<file path="src/rtl/uart_rx_if.sv">
// Receive-side handshake bundle: word, valid/ready and error pulses.
// With UART_RX_PARITY_EN defined the bundle also carries parity_err.
interface uart_rx_if #(
  parameter int DATA_WIDTH = 8
);
  logic [DATA_WIDTH-1:0] rx_data;
  logic                  rx_valid;
  logic                  rx_ready;
  logic                  frame_err;
  logic                  overrun;
`ifdef UART_RX_PARITY_EN
  logic                  parity_err;
`endif

  modport master (
    input  rx_ready,
    output rx_data, rx_valid, frame_err, overrun
`ifdef UART_RX_PARITY_EN
    , parity_err
`endif
  );

  modport slave (
    output rx_ready,
    input  rx_data, rx_valid, frame_err, overrun
`ifdef UART_RX_PARITY_EN
    , parity_err
`endif
  );
endinterface

</file>
<file path="src/rtl/uart_rx_os.sv">
// UART receiver, 16x oversampled, mid-bit sampling, valid/ready word output.
// Define UART_RX_PARITY_EN to add a parity bit after the data bits.
//
// state  | meaning
// IDLE   | waiting for a falling edge on the synchronised line
// START  | half a bit into the start bit, confirm it is still low
// DATA   | one sample per bit period, shifted in LSB first
// PARITY | parity bit sample (only with UART_RX_PARITY_EN)
// STOP   | stop bit sample, deliver word or flag a framing error
module uart_rx_os #(
  parameter int DATA_WIDTH = 8,
  parameter int BAUD_RATE  = 115_200,
  parameter int CLK_FREQ   = 50_000_000,
  parameter int OVERSAMPLE = 16
`ifdef UART_RX_PARITY_EN
  , parameter bit PARITY_ODD = 1'b0
`endif
) (
  input  logic      clk,
  input  logic      reset_n,
  input  logic      ena,
  input  logic      rx_signal,
  uart_rx_if.master rx_bus
);

  localparam int DIV   = CLK_FREQ / (BAUD_RATE * OVERSAMPLE);
  localparam int DIV_W = (DIV > 1) ? $clog2(DIV) : 1;
  localparam int OS_W  = $clog2(OVERSAMPLE);
  localparam int BIT_W = (DATA_WIDTH > 1) ? $clog2(DATA_WIDTH) : 1;

  localparam logic [DIV_W-1:0] DIV_LAST = DIV_W'(DIV - 1);
  localparam logic [OS_W-1:0]  OS_FULL  = OS_W'(OVERSAMPLE - 1);
  localparam logic [OS_W-1:0]  OS_HALF  = OS_W'(OVERSAMPLE / 2 - 1);
  localparam logic [BIT_W-1:0] BIT_LAST = BIT_W'(DATA_WIDTH - 1);

  typedef enum logic [2:0] {IDLE, START, DATA, PARITY, STOP} state_t;

  state_t                state;
  logic                  rx_meta, rx_s, rx_p;
  logic [DIV_W-1:0]      tick_cnt;
  logic [OS_W-1:0]       os_cnt;
  logic [BIT_W-1:0]      bit_cnt;
  logic [DATA_WIDTH-1:0] shreg;
  logic [DATA_WIDTH-1:0] rx_data_q;
  logic                  rx_valid_q, frame_err_q, overrun_q;
  logic                  tick;
  logic                  sample;
`ifdef UART_RX_PARITY_EN
  logic                  par_bit, parity_err_q;
`endif

  always_ff @(posedge clk or negedge reset_n) begin
    if (!reset_n) begin
      rx_meta <= 1'b1;
      rx_s    <= 1'b1;
      rx_p    <= 1'b1;
    end else begin
      rx_meta <= rx_signal;
      rx_s    <= rx_meta;
      rx_p    <= rx_s;
    end
  end

  assign tick   = (tick_cnt == DIV_LAST);
  assign sample = tick && (os_cnt == '0);

  always_ff @(posedge clk or negedge reset_n) begin
    if (!reset_n) begin
      state        <= IDLE;
      tick_cnt     <= '0;
      os_cnt       <= '0;
      bit_cnt      <= '0;
      shreg        <= '0;
      rx_data_q    <= '0;
      rx_valid_q   <= 1'b0;
      frame_err_q  <= 1'b0;
      overrun_q    <= 1'b0;
`ifdef UART_RX_PARITY_EN
      par_bit      <= 1'b0;
      parity_err_q <= 1'b0;
`endif
    end else begin
      frame_err_q <= 1'b0;
      overrun_q   <= 1'b0;
`ifdef UART_RX_PARITY_EN
      parity_err_q <= 1'b0;
`endif
      if (rx_valid_q && rx_bus.rx_ready)
        rx_valid_q <= 1'b0;

      if (!ena || state == IDLE || tick)
        tick_cnt <= '0;
      else
        tick_cnt <= tick_cnt + 1'b1;

      if (tick && os_cnt != '0)
        os_cnt <= os_cnt - 1'b1;

      if (!ena) begin
        state <= IDLE;
      end else begin
        case (state)
          IDLE: begin
            if (rx_p && !rx_s) begin
              state  <= START;
              os_cnt <= OS_HALF;
            end
          end
          START: begin
            if (sample) begin
              os_cnt  <= OS_FULL;
              bit_cnt <= BIT_LAST;
              state   <= rx_s ? IDLE : DATA;
            end
          end
          DATA: begin
            if (sample) begin
              shreg  <= {rx_s, shreg[DATA_WIDTH-1:1]};
              os_cnt <= OS_FULL;
              if (bit_cnt == '0)
`ifdef UART_RX_PARITY_EN
                state <= PARITY;
`else
                state <= STOP;
`endif
              else
                bit_cnt <= bit_cnt - 1'b1;
            end
          end
`ifdef UART_RX_PARITY_EN
          PARITY: begin
            if (sample) begin
              par_bit <= rx_s;
              os_cnt  <= OS_FULL;
              state   <= STOP;
            end
          end
`endif
          STOP: begin
            if (sample) begin
              state <= IDLE;
              if (!rx_s) begin
                frame_err_q <= 1'b1;
`ifdef UART_RX_PARITY_EN
              end else if ((^shreg ^ par_bit) != PARITY_ODD) begin
                parity_err_q <= 1'b1;
`endif
              end else begin
                // an accepting handshake this cycle frees the slot, so no overrun
                rx_data_q  <= shreg;
                rx_valid_q <= 1'b1;
                overrun_q  <= rx_valid_q && !rx_bus.rx_ready;
              end
            end
          end
          default: state <= IDLE;
        endcase
      end
    end
  end

  assign rx_bus.rx_data   = rx_data_q;
  assign rx_bus.rx_valid  = rx_valid_q;
  assign rx_bus.frame_err = frame_err_q;
  assign rx_bus.overrun   = overrun_q;
`ifdef UART_RX_PARITY_EN
  assign rx_bus.parity_err = parity_err_q;
`endif

endmodule
</file>
<file path="src/flat_wrapper.sv">
// flat-port wrapper written by rule: the top's interface ports become plain ports
module uart_rx_os_flat 
#(
  parameter int DATA_WIDTH = 8,
  parameter int BAUD_RATE  = 115_200,
  parameter int CLK_FREQ   = 50_000_000,
  parameter int OVERSAMPLE = 16

)
  (clk, reset_n, ena, rx_signal, rx_bus_rx_ready, rx_bus_rx_data, rx_bus_rx_valid, rx_bus_frame_err, rx_bus_overrun);
  uart_rx_if #(.DATA_WIDTH(DATA_WIDTH)) rx_bus_i ();
  input  logic clk;
  input  logic reset_n;
  input  logic ena;
  input  logic rx_signal;
  input wire logic [$bits(rx_bus_i.rx_ready)-1:0] rx_bus_rx_ready;
  output wire logic [$bits(rx_bus_i.rx_data)-1:0] rx_bus_rx_data;
  output wire logic [$bits(rx_bus_i.rx_valid)-1:0] rx_bus_rx_valid;
  output wire logic [$bits(rx_bus_i.frame_err)-1:0] rx_bus_frame_err;
  output wire logic [$bits(rx_bus_i.overrun)-1:0] rx_bus_overrun;
  assign rx_bus_i.rx_ready = rx_bus_rx_ready;
  assign rx_bus_rx_data = rx_bus_i.rx_data;
  assign rx_bus_rx_valid = rx_bus_i.rx_valid;
  assign rx_bus_frame_err = rx_bus_i.frame_err;
  assign rx_bus_overrun = rx_bus_i.overrun;
  uart_rx_os #(.DATA_WIDTH(DATA_WIDTH), .BAUD_RATE(BAUD_RATE), .CLK_FREQ(CLK_FREQ), .OVERSAMPLE(OVERSAMPLE)) u_core (.clk(clk), .reset_n(reset_n), .ena(ena), .rx_signal(rx_signal), .rx_bus(rx_bus_i));
endmodule
</file>
<file path="config.mk">
export PLATFORM = sky130hd
export DESIGN_NAME = uart_rx_os_flat
export DESIGN_NICKNAME = d
export VERILOG_FILES = /design/src/rtl/uart_rx_if.sv /design/src/rtl/uart_rx_os.sv /design/src/flat_wrapper.sv
export SDC_FILE = /design/constraint.sdc
export NUM_CORES = 1
export LEC_CHECK = 0
export ABC_CLOCK_PERIOD_IN_PS = 2160
export CORE_MARGIN = 5
export CORE_UTILIZATION = 35
export CTS_CLUSTER_DIAMETER = 200
export DETAILED_ROUTE_END_ITERATION = 10
export PLACE_DENSITY_LB_ADDON = 0.08
export SYNTH_ARGS = -nofsm -noshare
export SYNTH_HDL_FRONTEND = slang
export SYNTH_SLANG_ARGS = --single-unit
</file>
<file path="constraint.sdc">
create_clock -name clk -period 2.16 [get_ports clk]
set_input_delay 0.54 -clock clk [delete_from_list [all_inputs] [get_ports clk]]
set_output_delay 0.54 -clock clk [all_outputs]
set_load 0.1 [all_outputs]
</file>
==> qor.csv <==
stage;metric;value;unit
outcome;outcome;complete, no violations;
sta;layout_min_cycle_time;2040;ps
layout;final_cells;236;
setup_path;reg2reg_from;u_core.os_cnt[0];
power_and_ir_drop;p_leak;0.999;nW
power_and_ir_drop;p_seq_share;51.8;%
synth;syn_nets;149;
setup_path;timing.rr.end;u_core.shreg[0];
detailed_routing;wl;3200;um
detailed_routing;drc;0;
power_and_ir_drop;p_int;1.09;mW
clock_tree;hold_buffers;0;
sta;post-route-period-util;94.5;%
synth;synthesis.area;1720;um2
layout;diodes;0;
clock_tree;cts_tree;done;
power_and_ir_drop;cellPowerDensity;656;nW/um2
place;dp_cells;228;
clock_tree;post_cts_resized;0;
grt;grt_max_degree;38;
clock_tree;cts-buffers-inserted;5;
sta;fin_tns_setup;0;ps
synth;yosysSeqAreaShare;54.0;%
grt;first_global_vias;1230;
sta;worstMarginPinSlew;998;ps
power_and_ir_drop;clkPwrFrac;44.9;%
layout;layout.nets;178;
grt;grt_overflow;0;
layout;final_area;2080;um2
layout;final_util;43.8;%
setup_path;crit_arrival;2210;ps
layout;fillerInstances;462;
clock_tree;cts_setup_buffers;0;
detailed_routing;drtAntennaViolNets;0;
clock_tree;clk_pin_slew;70;ps
clock_tree;clk-insertion-delay-late;280;ps
synth;synth-seq-cells;37;
sta;rsz0062_at_grt;no;
clock_tree;cts_num_sinks;37;
layout;final_cell_mix;dfrtp_1, buf_4, nor2_1, mux2_2, nand2_1;
floorplan;coreArea;4750;um2
layout;area_delta_synth_final;20.8;%
floorplan;initial_core_util;36.2;%
detailed_routing;vias;1077;
power_and_ir_drop;vdd_drop_max;0.492;mV
power_and_ir_drop;combPwrFrac;3.3;%
setup_path;end_kind;flip-flop;
grt;grt_antenna_before_repair;0;
power_and_ir_drop;swShare;19.8;%
layout;layout_commonest_cell;dfrtp_1;
clock_tree;h-tree-depth;2;
setup_path;ff2ff_setup_slack;120;ps
clock_tree;cts.path.max_buffers;2;
power_and_ir_drop;p_total;1.36;mW
setup_path;rr_worst_depth;7;
detailed_routing;viasPerCell;4.56;
worst_hold_path;hold_path_class;in -> async;
sta;slew_violations;0;
place;dpl_cell_area;1960;um2
floorplan;die_w;80.2;um
grt;grt_pass1_wl;5710;um
synth;synthesis.instances;139;
place;routabilityCongestion;0.788;
power_and_ir_drop;p_sw;0.270;mW
sta;skew;3.30;ps
setup_path;timing_worst_setup_path_type;reg -> reg;
synth;synth_top_area_share;49.4;%
detailed_routing;drt_iter0_drc;31;
synth;yosys_warnings;0;
synth;avgSynthCellArea;12.4;um2
floorplan;dieArea;6430;um2
place;port_buffers;15;
layout;seqCellArea;930;um2
setup_path;startpoint_type;flip-flop;
floorplan;die_y;80.2;um
setup_path;crit_start;u_core.os_cnt[0];
clock_tree;clockRootBuffer;clkbuf_8;
sta;slew_headroom;32.6;%
place;place.detailed.hpwl;2340;um
sta;setup_slack;119;ps
place;pre_cts_slack;-27.6;ps
synth;yosys.area.top_type;dfrtp_1;
layout;multi_input_area;724;um2
synth;ys_top_cells_by_area;dfrtp_1, mux2_2, mux2_4;
setup_path;cp_max_fo;8;
floorplan;rows;25;
layout;drive_above_1_share;33.7;%
detailed_routing;first_pass_iters;4;
sta;fmax;0.490;GHz
sta;worst_hold_slack;295;ps
sta;setup_viol_count_final;0;
synth;synth.distinct_cells;34;
setup_path;required;2330;ps
floorplan;io_pins;16;
sta;finalHoldViolCount;0;
detailed_routing;post_drt_wl_per_cell;13.6;um
run;drv_cap;0;
grt;grt_util_all_layers;11.7;%
==> worst max-delay path, cell delays in order, from the launching register on <==
cell and delay [ps]:
dfrtp_1 410, inv_1 90, ha_1 210, nor3b_4 310
nand2_4 100, or3_1 310, buf_4 190, mux2_4 300
==> worst max path at each step <==
stage,to,cells after the start,slack (ps)
2_1_floorplan,u_core.shreg[0],7,320
4_1_cts,u_core.shreg[0],7,110
6_report,u_core.shreg[0],7,120
5_1_grt,u_core.shreg[4],7,30
3_5_place_dp,u_core.shreg[6],5,-30
3_3_place_gp,u_core.shreg[5],5,-20
==> Yosys cell counts <==
master / count
a21boi_0: 1
xnor2_1: 2
mux2_2: 11
nor3_4: 1
nand4b_1: 2
xor2_1: 2
mux2_4: 8
nor4_1: 2
a21oi_1: 3
clkbuf_1: 1
nor3_1: 3
or4_1: 1
nor2_1: 11
nand2b_1: 6
nor3b_4: 1
inv_1: 6
nor3b_1: 1
o31ai_1: 2
and4b_1: 1
dfstp_2: 3
nand2_1: 10
buf_12: 1
buf_6: 2
o311ai_0: 2
nand3_2: 1
dfrtp_1: 34
ha_1: 5
o21ai_0: 3
nand2_4: 1
o21a_1: 2
and2_1: 1
or3_1: 1
nand3b_1: 1
nand3_1: 7
==> registers in the layout (all words and copies together) (netlist names) <==
register                 count
u_core.rx_bus.rx_data        8
u_core.shreg                 8
u_core.tick_cnt              5
u_core.os_cnt                4
u_core.bit_cnt               3
u_core.state                 3
u_core.rx_bus.frame_err      1
u_core.rx_bus.overrun        1
u_core.rx_bus.rx_valid       1
u_core.rx_meta               1
u_core.rx_p                  1
u_core.rx_s                  1
==> per-layer routing <==
layer	GRT usage [%]	vias to the layer above	wire length (um)
met1	14.3	525	1480
li1	-	536	-
met2	18.7	12	1560
met5	0	-	0
met4	5.24	0	42
met3	3.59	4	110
==> power groups by stage <==
stage                     clock, mW  combinational (mW)  sequential (mW)
after floorplan                   0              0.0142            0.718
after global placement            0              0.0452            0.720
after detailed placement          0              0.0461            0.720
after CTS                     0.642              0.0461            0.707
after global routing          0.666              0.0509            0.708
final                         0.613              0.0445            0.707
==> area by class of cell <==
class | instances | area share (%)
well taps | 67 | 4.03
inverters | 6 | 1.08
clock buffers | 6 | 3.97
clock inverters | 2 | 1.80
multi-input cells | 92 | 34.8
repair buffers | 26 | 9.62
flip-flops and latches | 37 | 44.7
==> cell families (layout without fill, tap and decap cells) <==
logic type	Yosys count	count (layout)	synth area share [%]
flops	37	37	54.0
fa+ha+maj	5	5	3.63
xor+xnor	4	4	2.03
mux	19	19	14.2
compound gates	13	13	4.94
buf+inv	10	40	3.99
simple gates	51	51	17.3
Power figures use the tool's default switching activity.
